[src/rtl/sw_debounce.sv]
// Slide-switch conditioner: 2-flop synchronizer plus per-channel stability counter FSM.
// Optional registered edge strobes are built only when SW_EDGE_EN is defined.
module sw_debounce #(
  parameter int WIDTH     = 5,
  parameter int DB_CYCLES = 1000000,
  parameter int CNT_W     = 20
) (
  input  logic             CLK100MHZ,
  input  logic             RST,
  input  logic [WIDTH-1:0] SW,
  output logic [WIDTH-1:0] SW_DB,
  output logic [WIDTH-1:0] SW_RISE,
  output logic [WIDTH-1:0] SW_FALL,
  output logic             SW_CHG
);

  typedef enum logic {
    IDLE = 1'b0,
    PEND = 1'b1
  } state_t;

  // The counter reloads on reaching this value, so it never wraps.
  localparam logic [CNT_W-1:0] CNT_LAST = CNT_W'(DB_CYCLES - 1);

  logic [WIDTH-1:0] r_s1;
  logic [WIDTH-1:0] r_s2;
  logic [WIDTH-1:0] r_db;
  logic [WIDTH-1:0] w_db_nxt;
  state_t           r_state     [WIDTH];
  state_t           w_state_nxt [WIDTH];
  logic [CNT_W-1:0] r_cnt       [WIDTH];
  logic [CNT_W-1:0] w_cnt_nxt   [WIDTH];

  always_ff @(posedge CLK100MHZ or posedge RST) begin
    if (RST) begin
      r_s1 <= '0;
      r_s2 <= '0;
    end else begin
      r_s1 <= SW;
      r_s2 <= r_s1;
    end
  end

  always_ff @(posedge CLK100MHZ or posedge RST) begin
    if (RST) begin
      r_db <= '0;
      for (int i = 0; i < WIDTH; i++) begin
        r_state[i] <= IDLE;
        r_cnt[i]   <= '0;
      end
    end else begin
      r_db <= w_db_nxt;
      for (int i = 0; i < WIDTH; i++) begin
        r_state[i] <= w_state_nxt[i];
        r_cnt[i]   <= w_cnt_nxt[i];
      end
    end
  end

  // Any return of s2 to the accepted level while pending discards the count.
  always_comb begin
    w_db_nxt = r_db;
    for (int i = 0; i < WIDTH; i++) begin
      w_state_nxt[i] = r_state[i];
      w_cnt_nxt[i]   = r_cnt[i];
    end
    for (int i = 0; i < WIDTH; i++) begin
      case (r_state[i])
        IDLE: begin
          if (r_s2[i] != r_db[i]) begin
            w_state_nxt[i] = PEND;
            w_cnt_nxt[i]   = CNT_W'(1);
          end else begin
            w_cnt_nxt[i]   = '0;
          end
        end
        PEND: begin
          if (r_s2[i] != r_db[i]) begin
            if (r_cnt[i] == CNT_LAST) begin
              w_db_nxt[i]    = r_s2[i];
              w_cnt_nxt[i]   = '0;
              w_state_nxt[i] = IDLE;
            end else begin
              w_cnt_nxt[i]   = r_cnt[i] + CNT_W'(1);
            end
          end else begin
            w_cnt_nxt[i]   = '0;
            w_state_nxt[i] = IDLE;
          end
        end
        default: begin
          w_cnt_nxt[i]   = '0;
          w_state_nxt[i] = IDLE;
        end
      endcase
    end
  end

  assign SW_DB = r_db;

`ifdef SW_EDGE_EN
  logic [WIDTH-1:0] w_rise;
  logic [WIDTH-1:0] w_fall;
  logic [WIDTH-1:0] r_rise;
  logic [WIDTH-1:0] r_fall;
  logic             r_chg;

  // Strobes are registered from the next debounced value so they line up with the new SW_DB.
  assign w_rise = w_db_nxt & ~r_db;
  assign w_fall = ~w_db_nxt & r_db;

  always_ff @(posedge CLK100MHZ or posedge RST) begin
    if (RST) begin
      r_rise <= '0;
      r_fall <= '0;
      r_chg  <= 1'b0;
    end else begin
      r_rise <= w_rise;
      r_fall <= w_fall;
      r_chg  <= |(w_rise | w_fall);
    end
  end

  assign SW_RISE = r_rise;
  assign SW_FALL = r_fall;
  assign SW_CHG  = r_chg;
`else
  assign SW_RISE = '0;
  assign SW_FALL = '0;
  assign SW_CHG  = 1'b0;
`endif

endmodule

[config.mk]
export PLATFORM = sky130hd
export DESIGN_NAME = sw_debounce
export DESIGN_NICKNAME = d
export VERILOG_FILES = /design/src/rtl/sw_debounce.sv
export SDC_FILE = /design/constraint.sdc
export NUM_CORES = 1
export LEC_CHECK = 0
export ABC_AREA = 1
export CAP_MARGIN = 20
export CORE_MARGIN = 2
export CORE_UTILIZATION = 40
export DETAILED_ROUTE_END_ITERATION = 8
export PLACE_DENSITY = 0.62
export SETUP_SLACK_MARGIN = 0.2
export SYNTH_ARGS = -nofsm -noshare
export SYNTH_HDL_FRONTEND = slang
export SYNTH_SLANG_ARGS = --single-unit
[constraint.sdc]
create_clock -name CLK100MHZ -period 6.2 [get_ports CLK100MHZ]
set_input_delay 1.86 -clock CLK100MHZ [delete_from_list [all_inputs] [get_ports CLK100MHZ]]
set_output_delay 1.86 -clock CLK100MHZ [all_outputs]
set_load 0.05 [all_outputs]
# Yosys cells after proc, flatten, opt, wreduce, memory -nomap -nowiden
# Cells that the tools add are included.
[classes] add_sub_neg=5 n_eq_ne=10 n_mux=40 bitwise_logic=5 reduce_logical=5
[op_table] operator="2-to-1 mux 20 bit" n=10
[op_table] operator="one-hot mux 20 bit (2 select lines)" n=5
[op_table] operator="adder 20 x 1 -> 20 bit, second input constant" n=5
[op_table] operator="== test 20 bit, second input constant" n=5
[op_table] operator="2-to-1 mux 1 bit" n=20
[op_table] operator="AND reduction 3 bit" n=5
[op_table] operator="one-hot mux 1 bit (2 select lines)" n=5
[op_table] operator="inequality test 1 bit" n=5
[op_table] operator="NOT 1 bit" n=5
[word_totals] regBits=120 in_bits=7 out_inout_bits=16 wordCells=82

# Depth between registers and ports, before layout
# Gate-level depths: netlist of the first run.
[depth] ltp_word=4 depth_mapped=10 mapped_depth_nobuf=10

# Least setup slack after synthesis of the first run
# OpenSTA, ideal clock, no wires.
[synth_path] path_type="register to output" start="reg r_db[1], in the netlist SW_DB[1]" end="out SW_DB[1]" arrival_ns=0.628 required_time_ns=4.340 slack_ns=3.712 stages_incl_launch_ff=1 path_buffers=0 cell_sequence="dfrtp_1"
[synth_lines] item="start: declaration" line_no="27" text="logic [WIDTH-1:0] r_db;"
[synth_lines] item="start signal: assignment" line_no="52" text="r_db <= w_db_nxt;"
[synth_lines] item="end: declaration" line_no="11" text="output logic [WIDTH-1:0] SW_DB,"
# No word-level cell between the ends.

# Worst setup path in the final report of the first run
[layout_path] start="reg r_db[2], in the netlist SW_DB[2]" end="out SW_DB[2]"
# No word-level cell between the ends.

==> results of run 1 <==
==> power breakdown <==
group	internal, µW	switching [µW]
logic	21.4	71.0
registers	801	12.7
clock network	665	333
total	1490	417
==> per-stage QoR <==
step | cell area [µm²] | hold WS (ns) | util (%) | setup slack (ns)
final | 7340 | 0.345 | 46.4 | 2.73
after global routing | 7340 | 0.359 | 46.4 | 2.67
after global placement | 6730 | 0.334 | 42.5 | 2.82
after floorplan | 6490 | 0.331 | - | 1.15
after CTS | 7340 | 0.346 | 46.4 | 2.70
after detailed placement | 6730 | 0.338 | 42.5 | 2.82
==> worst paths after layout <==
check | from | endpoint
worst min-delay path | r_s1[2] | r_s2[2]
worst max register to register | r_cnt[40] | r_cnt[56]
min in group asynchronous | RST | r_cnt[80]
worst max-delay path | SW_DB[2] | SW_DB[2]
worst min register to register | r_s1[2] | r_s2[2]
max in group asynchronous | RST | r_cnt[69]
==> per-layer routing <==
layer | global-route usage, % | vias up | wire (µm)
met1 | 20.4 | 2172 | 5970
met2 | 24.0 | 58 | 5310
met3 | 3.58 | 22 | 357
li1 | - | 2583 | -
met4 | 6.63 | 0 | 274
met5 | 0 | - | 0
==> worst reg2reg max path: cells and delay by family (launching register included) <==
kind                     cells  cell delay, ns
buffers and inverters        1            0.14
adder cells (fa/ha/maj)      1            0.18
AND/OR/NAND/NOR              6            0.88
flip-flops                   1            0.39
==> cell usage after synthesis <==
| cell type | instances | area [µm²] |
|---|---|---|
| a21oi_1 | 9 | 45.0 |
| xnor2_1 | 15 | 131 |
| o21ai_0 | 10 | 50.1 |
| inv_1 | 78 | 293 |
| and2_1 | 1 | 6.26 |
| nand3_2 | 5 | 50.1 |
| nand4_1 | 19 | 119 |
| nor2_2 | 17 | 106 |
| xor2_1 | 38 | 333 |
| nand3b_1 | 1 | 7.51 |
| o21ai_1 | 1 | 5.00 |
| nor3_4 | 3 | 48.8 |
| a21o_1 | 2 | 15.0 |
| nor3_1 | 18 | 90.1 |
| buf_6 | 5 | 56.3 |
| ha_1 | 5 | 62.6 |
| o21bai_1 | 2 | 15.0 |
| and2_4 | 1 | 8.76 |
| nand2_1 | 181 | 679 |
| nor2_4 | 5 | 56.3 |
| nand2_2 | 9 | 56.3 |
| nor2_1 | 204 | 766 |
| conb_1 | 1 | 3.75 |
| buf_12 | 1 | 20.0 |
| dfrtp_1 | 120 | 3000 |
| a31oi_1 | 3 | 18.8 |
| nor3_2 | 4 | 40.0 |
| or2_2 | 4 | 25.0 |
| nand2_4 | 6 | 67.6 |
| buf_4 | 11 | 82.6 |
| inv_2 | 3 | 11.3 |
| nand3_1 | 36 | 180 |
==> logic make-up after synthesis <==
kind of cell | after synthesis
AND/OR/NAND/NOR | 514
adder cells (fa/ha/maj) | 5
flip-flops | 120
AO/OA/AOI/OAI | 27
other | 1
XOR/XNOR | 53
buffers and inverters | 98
==> flip-flops by register name, indices dropped and copies added (netlist names) <==
| name | cells |
|---|---|
| r_s2 | 5 |
| r_cnt | 100 |
| r_state | 5 |
| r_s1 | 5 |
| SW_DB | 5 |
==> layout make-up <==
class / count / share of cell area, %
flip-flops and latches: 120 / 40.9
clock buffers: 26 / 7.21
multi-input cells: 610 / 41.2
repair buffers: 13 / 1.70
clock inverters: 6 / 1.16
well taps: 216 / 3.68
inverters: 81 / 4.17
==> results.sh, run 1 <==
export IMPL_cp_num_cells=1
export IMPL_finalNetCount=855
export IMPL_yosysUniqueCellTypes=32
export IMPL_synth_xor_area_share_pct=7.19
export IMPL_clockRootBuffer="clkbuf_16"
export IMPL_grt_max_degree=71
export IMPL_areaGrowthSynthToFinish_pct=13.8
export IMPL_tns_ns=0
export IMPL_fin_crit_sh_pct=56.0
export IMPL_num_fill_cells=1538
export IMPL_status="complete, no violations"
export IMPL_worstRegToRegCells=8
export IMPL_grt_pass1_wl_mm=20.7
export IMPL_finalPower_uw=1900
export IMPL_yosys_area_share_simple_pct=35.8
export IMPL_cts_resized=0
export IMPL_wire_per_inst_um=11.1
export IMPL_cts_buffer_depth=2
export IMPL_mostFrequentLayoutCell="nor2_1"
export IMPL_fp_dieW_um=131
export IMPL_hpwl_mm=8.55
export IMPL_grt_pass1_vias=4562
export IMPL_cts_buffers=17
export IMPL_syn_inst=818
export IMPL_start_kind="flop"
export IMPL_seqCellArea_um2=3000
export IMPL_ys_seq_area_share_pct=46.5
export IMPL_multi_input_area_um2=3020
export IMPL_worst_slew_pin_slew_ns=0.834
export IMPL_ios=23
export IMPL_hold_buffers=0
export IMPL_arrival_ns=1.61
export IMPL_crit_buf_inv=1
export IMPL_end_kind="output port"
export IMPL_synthMuxAreaShare_pct=0
export IMPL_antenna_found_initial=0
export IMPL_regToRegSetupSlack_ns=4.50
export IMPL_min_period_ns=3.47
export IMPL_fp_dieArea_um2=17200
export IMPL_final_layout_size_suffix_gt1_share_pct=10.5
export IMPL_core_rowCount=46
export IMPL_maxSlewViolCount=0
export IMPL_via_count=4835
export IMPL_worstPathMaxFanout=3
export IMPL_grtUsageTotal_pct=15.3
export IMPL_cts_setup_buffers=0
export IMPL_powerDensity_nw_per_um2=259
export IMPL_clock_latency_ns=0.41
export IMPL_critical_path_class="flop to output port"
export IMPL_path_cells="clkdlybuf4s50_1"
export IMPL_synth_seq_cells=120
export IMPL_cts_tree="built"
export IMPL_drt_iter0_markers=349
export IMPL_path_delay_family="buffers and inverters"
export IMPL_first_pass_iters=4
export IMPL_hold_viol=0
export IMPL_syn_area_um2=6450
export IMPL_ys_warn_count=0
export IMPL_max_clock_freq_mhz=288
export IMPL_port_buffers=11
export IMPL_max_stage_delay_ns=0.82
export IMPL_peakVddDrop_uv=190
export IMPL_drc=0
export IMPL_h_tree_depth=4
export IMPL_dp_cells=1040
export IMPL_p_leak_uw=0.00313
export IMPL_slew_headroom_pct=44.4
export IMPL_grt_ovfl_total=0
export IMPL_synthAdderAreaFrac_pct=0.970
export IMPL_final_cell_mix="204 x nor2_1, 181 x nand2_1, 120 x dfrtp_1, 77 x inv_1, 38 x xor2_1"
export IMPL_rsz0062_at_grt="no"
export IMPL_setup_violations=0
export IMPL_design_core_area_um2=15800
export IMPL_ant_nets=0
export IMPL_avgSynthCellArea_um2=7.89
export IMPL_synth_compound_area_share_pct=2.31
export IMPL_place_congestion=0.854
export IMPL_clock_sinks=120
export IMPL_skew_ns=0.00844
export IMPL_routed_wl_mm=11.9
export IMPL_min_path_cells=0
export IMPL_final_instance_count_excl_fill=1072
export IMPL_holdCritPathClass="flop to flop"
export IMPL_cts_clk_slew_worst_paths_ns=0.05
export IMPL_viasPerCell=4.51
export IMPL_die_y_um=131
export IMPL_cap_violations=0
export IMPL_synth_top_family_by_area="simple AND/OR/NAND/NOR gates"
export IMPL_initial_core_util_pct=40.8
export IMPL_diodes=0
export IMPL_crit_path_top_delay_cell="clkdlybuf4s50_1"
export IMPL_crit_required_ns=4.34
No activity file was read; power rests on OpenSTA's default activity.
==> run 2: changes to the inputs <==
clock period = 3.6 ns   (was 6.2 ns; I/O delays follow)
==> run 2 against run 1 <==
Sequential share of layout area grew 0.25 points. Sequential cell count stayed put. Die area stayed put. Non-clock buffer count grew 1. Power up 65%. Critical path depth unchanged. Wire length is 0.36% higher. Via count up 1.7%. Critical endpoint is now SW_DB[3].
==> results.sh, run 2 (synthesized netlist as in run 1, its figures left out) <==
export IMPL_status="complete, no violations"
export IMPL_final_cell_mix="204 x nor2_1, 181 x nand2_1, 120 x dfrtp_1, 77 x inv_1, 38 x xor2_1"
export IMPL_critPathLaunch="SW_DB[3]"
export IMPL_cts_clk_slew_worst_paths_ns=0.05
export IMPL_critical_path_class="flop to output port"
export IMPL_worstPathMaxFanout=3
export IMPL_final_layout_size_suffix_gt1_share_pct=10.1
export IMPL_hold_viol=0
export IMPL_clock_latency_ns=0.41
export IMPL_initial_core_util_pct=40.8
export IMPL_peakVddDrop_uv=350
export IMPL_worstRegToRegCells=8
export IMPL_fp_dieArea_um2=17200
export IMPL_cts_resized=0
export IMPL_max_stage_delay_ns=0.81
export IMPL_setup_violations=0
export IMPL_end_kind="output port"
export IMPL_largest_register_ffs=100
export IMPL_cts_tree="built"
export IMPL_finalPower_uw=3140
export IMPL_hold_buffers=0
export IMPL_setup_worst_path_end="SW_DB[3]"
export IMPL_cts_buffers=17
export IMPL_cts_buffer_depth=2
export IMPL_arrival_ns=1.59
export IMPL_areaGrowthSynthToFinish_pct=13.1
export IMPL_start_kind="flop"
export IMPL_fin_ws_ns=0.925
export IMPL_grt_ovfl_total=0
export IMPL_powerDensity_nw_per_um2=430
export IMPL_h_tree_depth=4
export IMPL_timing_rr_end="r_cnt[56]"
export IMPL_first_pass_iters=4
export IMPL_drc=0
export IMPL_worst_slew_pin_slew_ns=0.497
export IMPL_slew_headroom_pct=66.8
export IMPL_crit_required_ns=2.52
export IMPL_holdCritPathClass="flop to flop"
export IMPL_routed_wl_mm=12.0
export IMPL_cts_setup_buffers=0
export IMPL_p_leak_uw=0.00310
export IMPL_min_period_ns=2.67
export IMPL_clockRootBuffer="clkbuf_16"
export IMPL_fp_dieW_um=131
export IMPL_tns_ns=0
export IMPL_port_buffers=11
export IMPL_drt_iter0_markers=231
export IMPL_ant_nets=0
export IMPL_grt_pass1_wl_mm=21.2
export IMPL_ios=23
export IMPL_place_congestion=0.859
export IMPL_fin_crit_sh_pct=74.3
export IMPL_grt_pass1_vias=4760
export IMPL_diodes=0
export IMPL_cp_num_cells=1
export IMPL_core_rowCount=46
export IMPL_maxSlewViolCount=0
export IMPL_path_delay_family="buffers and inverters"
export IMPL_die_y_um=131
export IMPL_design_core_area_um2=15800
export IMPL_hpwl_mm=8.49
export IMPL_crit_buf_inv=1
export IMPL_fin_area_um2=7300
export IMPL_postPlaceCellArea_um2=6750
export IMPL_rsz0062_at_grt="no"
export IMPL_mostFrequentLayoutCell="nor2_1"
export IMPL_path_cells="clkdlybuf4s50_1"
export IMPL_clock_sinks=120
export IMPL_antenna_found_initial=0
export IMPL_cap_violations=0
export IMPL_regToRegSetupSlack_ns=1.88
export IMPL_crit_path_top_delay_cell="clkdlybuf4s50_1"
export IMPL_reg2reg_from="r_cnt[40]"
export IMPL_finalNetCount=856
export IMPL_viasPerCell=4.59
export IMPL_regMostFlops="r_cnt"
export IMPL_skew_ns=0.00743
export IMPL_grt_max_degree=68
export IMPL_pre_cts_ws_ns=1.33
export IMPL_wire_per_inst_um=11.2
export IMPL_grtUsageTotal_pct=15.5
export IMPL_max_clock_freq_mhz=374
export IMPL_via_count=4916
[run 2: cell count changes in the layout (fill, tap and decap cells not counted), sizes merged]
| cell | before | now |
|---|---|---|
| inv | 81 | 80 |
| clkinvlp | 2 | 1 |
| bufinv | 2 | 1 |
| buf | 2 | 3 |
[run 2: worst reg2reg max path: stages, from the launching register on]
cell	delay, ns
dfrtp_1	0.39
ha_1	0.18
nand2_1	0.10
nor3_2	0.26
nand3_1	0.13
nand2_2	0.31
inv_1	0.13
nand2_1	0.08
nor2_1	0.04
[run 2: report_power, final]
group	internal [µW]	leakage, µW	total (µW)	switching, µW
sequential	1380	0.00163	1400	21.5
clock	1030	0.000272	1570	546
combinational	39.0	0.00120	161	122
total	2450	0.00310	3140	690
[run 2: cell type report]
class	instances	area [µm²]
clock buffer	26	509
clock inverter	3	40.0
fill	1565	8530
inverter	81	308
multi-input combinational	610	3020
sequential	120	3000
tap	216	270
timing repair buffer	14	145
[run 2: layer usage]
| layer | vias up | share of wire [%] | global-route usage [%] |
|---|---|---|---|
| met5 | - | 0 | 0 |
| met4 | 0 | 2.0 | 5.94 |
| met3 | 20 | 2.5 | 3.46 |
| met2 | 56 | 46 | 25.2 |
| met1 | 2276 | 49 | 20.1 |
| li1 | 2564 | - | - |
[run 2: through the flow]
step / hold slack (ns) / utilization [%] / cells
2_1_floorplan: 0.331 / - / 828
3_3_place_gp: 0.333 / 42.6 / 1041
3_5_place_dp: 0.336 / 42.6 / 1041
4_1_cts: 0.347 / 46.1 / 1070
5_1_grt: 0.352 / 46.1 / 1070
6_report: 0.345 / 46.1 / 1070
[run 2: worst min path at each step]
stage          startpoint       to  slack, ns  cells after the start
2_1_floorplan     r_s1[0]  r_s2[0]       0.33                      0
3_3_place_gp      r_s1[0]  r_s2[0]       0.33                      0
3_5_place_dp      r_s1[0]  r_s2[0]       0.34                      0
4_1_cts           r_s1[0]  r_s2[0]       0.35                      0
5_1_grt           r_s1[0]  r_s2[0]       0.35                      0
6_report          r_s1[0]  r_s2[0]       0.34                      0
==> run 3: changes to the inputs <==
clock period = 2.8 ns   (was 3.6 ns; I/O delays follow)
==> run 3 against run 2 <==
Clock skew down 0.00068 ns. Combinational power up 30%. Clock power up 46%. Global-route usage about the same. Count of clock-buffer cells in the layout down 3. Cell count up 0.37%. Design area up 1.1%. Wire length up 0.62%. Utilization up 0.51 points. Sequential power up 29%. Power up 37%.
==> results.sh, run 3 (synthesized netlist as in run 1, its figures left out) <==
export IMPL_status="complete, no violations"
export IMPL_clock_sinks=120
export IMPL_reg2reg_from="r_cnt[0]"
export IMPL_fin_ws_ns=0.337
export IMPL_maxSlewViolCount=0
export IMPL_final_cell_mix="204 x nor2_1, 181 x nand2_1, 120 x dfrtp_1, 77 x inv_1, 38 x xor2_1"
export IMPL_hp_start="r_s1[4]"
export IMPL_min_period_ns=2.46
export IMPL_clock_latency_ns=0.42
export IMPL_port_buffers=11
export IMPL_die_y_um=131
export IMPL_cts_buffer_depth=2
export IMPL_via_count=4947
export IMPL_finalNetCount=857
export IMPL_max_stage_delay_ns=0.82
export IMPL_antenna_found_initial=0
export IMPL_drt_iter0_markers=225
export IMPL_start_kind="flop"
export IMPL_holdCritPathClass="flop to flop"
export IMPL_cts_tree="built"
export IMPL_wire_per_inst_um=11.2
export IMPL_worstPathMaxFanout=3
export IMPL_routed_wl_mm=12.0
export IMPL_arrival_ns=1.62
export IMPL_design_core_area_um2=15800
export IMPL_path_cells="clkdlybuf4s50_1"
export IMPL_path_delay_family="buffers and inverters"
export IMPL_initial_core_util_pct=40.8
export IMPL_multi_input_area_um2=3020
export IMPL_fp_dieW_um=131
export IMPL_rsz0062_at_grt="no"
export IMPL_fp_dieArea_um2=17200
export IMPL_cap_violations=0
export IMPL_cts_clk_slew_worst_paths_ns=0.05
export IMPL_first_pass_iters=5
export IMPL_viasPerCell=4.61
export IMPL_slew_headroom_pct=66.6
export IMPL_postPlaceCellArea_um2=6760
export IMPL_hold_viol=0
export IMPL_final_layout_size_suffix_gt1_share_pct=10.6
export IMPL_core_rowCount=46
export IMPL_largest_register_ffs=100
export IMPL_hold_buffers=0
export IMPL_seqCellArea_um2=3000
export IMPL_h_tree_depth=4
export IMPL_drc=0
export IMPL_place_congestion=0.866
export IMPL_areaGrowthSynthToFinish_pct=14.4
export IMPL_regMostFlops="r_cnt"
export IMPL_fin_area_um2=7380
export IMPL_cts_resized=0
export IMPL_crit_path_top_delay_cell="clkdlybuf4s50_1"
export IMPL_grt_ovfl_total=0
export IMPL_tns_ns=0
export IMPL_worst_slew_pin_slew_ns=0.499
export IMPL_p_leak_uw=0.00315
export IMPL_hpwl_mm=8.54
export IMPL_critical_path_class="flop to output port"
export IMPL_max_clock_freq_mhz=406
export IMPL_cts_setup_buffers=0
export IMPL_crit_required_ns=1.96
export IMPL_fin_crit_sh_pct=88.0
export IMPL_ant_nets=0
export IMPL_mostFrequentLayoutCell="nor2_1"
export IMPL_peakVddDrop_uv=458
export IMPL_num_fill_cells=1594
export IMPL_diodes=0
export IMPL_skew_ns=0.00675
export IMPL_grt_pass1_vias=4643
export IMPL_grtUsageTotal_pct=15.5
export IMPL_end_kind="output port"
export IMPL_powerDensity_nw_per_um2=582
export IMPL_setup_violations=0
export IMPL_clockRootBuffer="clkbuf_16"
export IMPL_cts_buffers=17
export IMPL_crit_buf_inv=1
export IMPL_ios=23
export IMPL_grt_max_degree=64
export IMPL_critPathLaunch="SW_DB[2]"
export IMPL_grt_pass1_wl_mm=20.9
export IMPL_pre_cts_ws_ns=0.767
run 3: final timing paths:
path	slack, ns	endpoint	depth (start not counted)
min in group asynchronous	0.75	r_cnt[12]	2
setup reg to reg	1.09	r_cnt[13]	10
max in group asynchronous	1.44	r_cnt[73]	3
setup / recovery	0.34	SW_DB[2]	1
hold / removal	0.35	r_s2[4]	0
hold reg to reg	0.35	r_s2[4]	0
run 3: metrics by stage:
stage,power (µW),hold slack (ns),std cells,util (%)
floorplan,2020,0.331,828,-
global placement,2040,0.332,1042,42.7
detailed placement,2040,0.336,1042,42.7
CTS,4360,0.349,1074,46.6
global route,4470,0.363,1074,46.6
finish,4300,0.346,1074,46.6
run 3: layer usage:
layer | global-route usage (%) | share of wire, % | routed length, µm | up-vias
met4 | 5.88 | 1.4 | 167 | 0
met1 | 19.4 | 48 | 5750 | 2281
li1 | - | - | - | 2581
met5 | 0 | 0 | 0 | -
met2 | 25.4 | 47 | 5700 | 66
met3 | 4.60 | 3.4 | 407 | 19
run 3: area by class of cell:
class | count | area share (%)
tap | 216 | 3.66
multi-input combinational | 610 | 41.0
clock buffer | 23 | 6.48
inverter | 81 | 4.17
sequential | 120 | 40.7
timing repair buffer | 15 | 2.07
clock inverter | 9 | 1.97
run 3: report_power, final:
group	leakage (µW)	switching, µW	internal [µW]
registers	0.00163	26.4	1770
clock network	0.000311	737	1550
logic	0.00120	158	51.0
total	0.00315	921	3370
==> variant 1: new RTL, settings of run 3 <==
Put one more register stage on the output `SW_DB`. The value now appears one clock later. The other outputs are not delayed to match. Comments in the files are not updated.
--- a/src/rtl/sw_debounce.sv
+++ b/src/rtl/sw_debounce.sv
@@ -96,7 +96,9 @@
     end
   end
 
-  assign SW_DB = r_db;
+  always_ff @(posedge CLK100MHZ) begin
+    SW_DB <= r_db;
+  end
 
 `ifdef SW_EDGE_EN
   logic [WIDTH-1:0] w_rise;
Formal check against the unedited RTL: same outputs for any inputs over 10 cycles, from zero or initial values and one cycle with RST high; that may be too few to reach the edited logic, so the function may still have changed.
==> variant 1 against run 3 <==
- routed wire length grew 0.74%
- maximum frequency increased by 4.2%
- synthesized area up 1.6%
- sequential cell count rose by 5
- first-iteration DRC count up 27%
- setup slack better by 99 ps
- critical path depth is the same
- design area is 1.4% higher
- power up 1.5%
- cell count grew 0.37%
- critical path type unchanged
- highest routed layer unchanged
==> variant 1: results (changes against run 3) <==
Final WS setup=437 ps (+99.5 ps); Max-slew headroom=66.7% (about the same); pwr/cell area=583 mW/mm² (+0.11%); post-DR vias/cell=4.57 (-0.77%); vias in the first global route=4,735 (+2.0%); met1 WL=5920 µm (+3.0%); VDD IR max=0.419 mV (-8.5%); largest net degree at the start of global routing=70 (+9.4%); routing usage on met3=4.15% (-0.45 points); synth top area cells=dfrtp_1, nor2_1, nand2_1; Critical Path Sink=SW_DB[4]; placed instance count=1,046 (+0.38%); GPL Wtd Cong=0.813 (-6.2%); GRT Total Usage=15.0% (-0.52 points); final hold slack=348 ps (+1.76 ps); Synth cell types=33 (+3.1%); routed length per instance=11.2 µm (+0.37%); sequential element share of the synthesized area=47.4% (+0.82 points); FF-to-FF End=r_cnt[57]; status=finished, final reports clean; TritonRoute pass-1 iters=4 (-1); CP Data Arrival Time=1520 ps (-100 ps); LEAKAGE=0.00317 µW (+0.77%); DR vias=4,927 (-0.40%); final-layout fill cell count=1,555 (-2.4%); reg2reg start=r_cnt[40]
## variant 1: final cells by class
| cell class | instances | area (µm²) | share of cell area, % |
|---|---|---|---|
| clock buffer | 17 | 425 | 5.68 |
| clock inverter | 15 | 196 | 2.62 |
| inverter | 81 | 308 | 4.11 |
| multi-input combinational | 610 | 3020 | 40.4 |
| sequential | 125 | 3100 | 41.5 |
| tap | 216 | 270 | 3.61 |
| timing repair buffer | 14 | 158 | 2.11 |
## variant 1: cells by family (layout without fill, tap and decap cells)
| kind of cell | count (synthesis) | count (layout) | synth area share (%) |
|---|---|---|---|
| flops | 125 | 125 | 47.4 |
| simple gates | 514 | 514 | 35.2 |
| compound gates | 27 | 27 | 2.27 |
| xor+xnor | 53 | 53 | 7.08 |
| other cells | 1 | 11 | 0.0572 |
| fa+ha+maj | 5 | 5 | 0.955 |
| buf+inv | 98 | 127 | 7.07 |
==> variant 2: new RTL, settings of run 3 <==
Without the edit above. `DB_CYCLES`: 1000000 -> 524288.
--- a/src/rtl/sw_debounce.sv
+++ b/src/rtl/sw_debounce.sv
@@ -2,7 +2,7 @@
 // Optional registered edge strobes are built only when SW_EDGE_EN is defined.
 module sw_debounce #(
   parameter int WIDTH     = 5,
-  parameter int DB_CYCLES = 1000000,
+  parameter int DB_CYCLES = 524288,
   parameter int CNT_W     = 20
 ) (
   input  logic             CLK100MHZ,
Behaviour: no difference found for any inputs over 10 cycles, from zero or initial values and one cycle with RST high; that may be too few to reach the edited logic, so the function may still have changed.
==> variant 2 against run 3 <==
- sequential cell count unchanged
- routed wire length shrank 9.6%
- power is 1.7% lower
- synthesized area decreased by 4.6%
- core utilization is 0.14 points lower
- clock skew grew 1.5 ps
- setup slack improved by 9.2 ps
- via count decreased by 9.5%
- design area down 4.6%
- critical endpoint is now SW_DB[0]
==> variant 2: results (changes against run 3) <==
vias in the first global route=4,227 (-9.0%); Reg2Reg Setup Slack=870 ps (-220 ps); maximum buffer depth of the clock tree=2 (unchanged); initial drt markers=165 (-27%); max FFs per register=100 (unchanged); post-DR vias/cell=4.58 (-0.66%); nets@finish=789 (-7.9%); CP Data Arrival Time=around 1600 ps; cts bufs inserted=17 (unchanged); status=finished, final reports clean; first-pass GRT wire length=19,400 µm (-7.4%); minimum clock period=2450 ps (-9.17 ps); Worst R2R Path Depth=8 (-2); reg2reg start=r_cnt[60]; final-layout fill cell count=1,462 (-8.3%); Largest stage delay, worst path=810 ps; Post-synth top cells=nor2_1, nand2_1, dfrtp_1; Placed Area=0.00643 mm² (-4.9%); Critical Path Sink=SW_DB[0]; GPL Wtd Cong=0.799 (-7.8%); Setup Slack @ Placement=781 ps (+14.1 ps); post-synthesis async set-or-reset flop share=100% (unchanged); FF-to-FF End=r_cnt[77]; HPWL Detailed=7530 µm (-12%); clock skew=8.20 ps (+1.45 ps); Ys Warns=0 (unchanged); VDD IR max=0.359 mV (-22%); largest net degree at the start of global routing=49 (-23%); synth top area cells=dfrtp_1, nor2_1, nand2_1; layout cells sized above 1=9.37% (-1.2 points); slew of the pin with the lowest slew margin=687 ps (+188 ps); GRT Total Usage=14.8% (-0.75 points); LEAKAGE=0.00290 µW (-7.9%); initial antenna violation count=0 (unchanged); Total Wirelength=10,900 µm (-9.6%); crit path launch=SW_DB[0]; n_diodes=0 (unchanged); Synth cell types=29 (-9.4%); Worst-path clk slew=60 ps; maximum fanout along the worst path=3 (unchanged); sequential element share of the synthesized area=48.8% (+2.3 points)
variant 2: how the worst min path moves through the flow:
stage | startpoint | to | slack [ps]
finish | r_s1[4] | r_s2[4] | 350
global route | r_s1[0] | r_s2[0] | 360
CTS | r_s1[0] | r_s2[0] | 350
detailed placement | r_s1[2] | r_s2[2] | 340
global placement | r_s1[4] | r_s2[4] | 330
floorplan | r_s1[0] | r_s2[0] | 330
variant 2: report_power, final:
part	total [µW]	internal (µW)	switching, µW
Sequential	1800	1770	22.6
Clock	2230	1420	811
Combinational	193	47.5	145
Total	4220	3240	979
variant 2: layout make-up:
cell class	instances	area [µm²]	share of cell area (%)
flip-flops and latches	120	3000	42.6
multi-input cells	557	2770	39.3
clock buffers	18	439	6.24
inverters	67	255	3.62
well taps	188	235	3.34
clock inverters	14	174	2.47
repair buffers	14	170	2.42
variant 2: cell families (layout without fill, tap and decap cells):
group | Yosys count | in the layout | share of synthesized area (%)
AOI/OAI and AO/OA | 18 | 18 | 1.52
xor gates and xnor gates | 66 | 66 | 9.39
adders and majority gates | 5 | 5 | 1.02
buffers and inverters | 87 | 113 | 6.89
DFF | 120 | 120 | 48.8
other | 1 | 11 | 0.0609
and+or+nand+nor | 457 | 457 | 32.3
variant 2: through the flow:
step / power, µW / utilization, % / hold slack [ps] / cells
2_1_floorplan: 2000 / - / 331 / 764
3_3_place_gp: 2020 / 42.4 / 333 / 946
3_5_place_dp: 2020 / 42.4 / 338 / 946
4_1_cts: 4280 / 46.5 / 352 / 978
5_1_grt: 4390 / 46.5 / 357 / 978
6_report: 4220 / 46.5 / 348 / 978
variant 2: metal layers:
layer  up-vias  share of wire [%]  global-route usage (%)
met5         -                  0                       0
met4         0                1.7                    6.01
met3        15                3.3                    4.34
met2        55                 43                    22.0
met1      2050                 52                    20.2
li1       2355                  -                       -
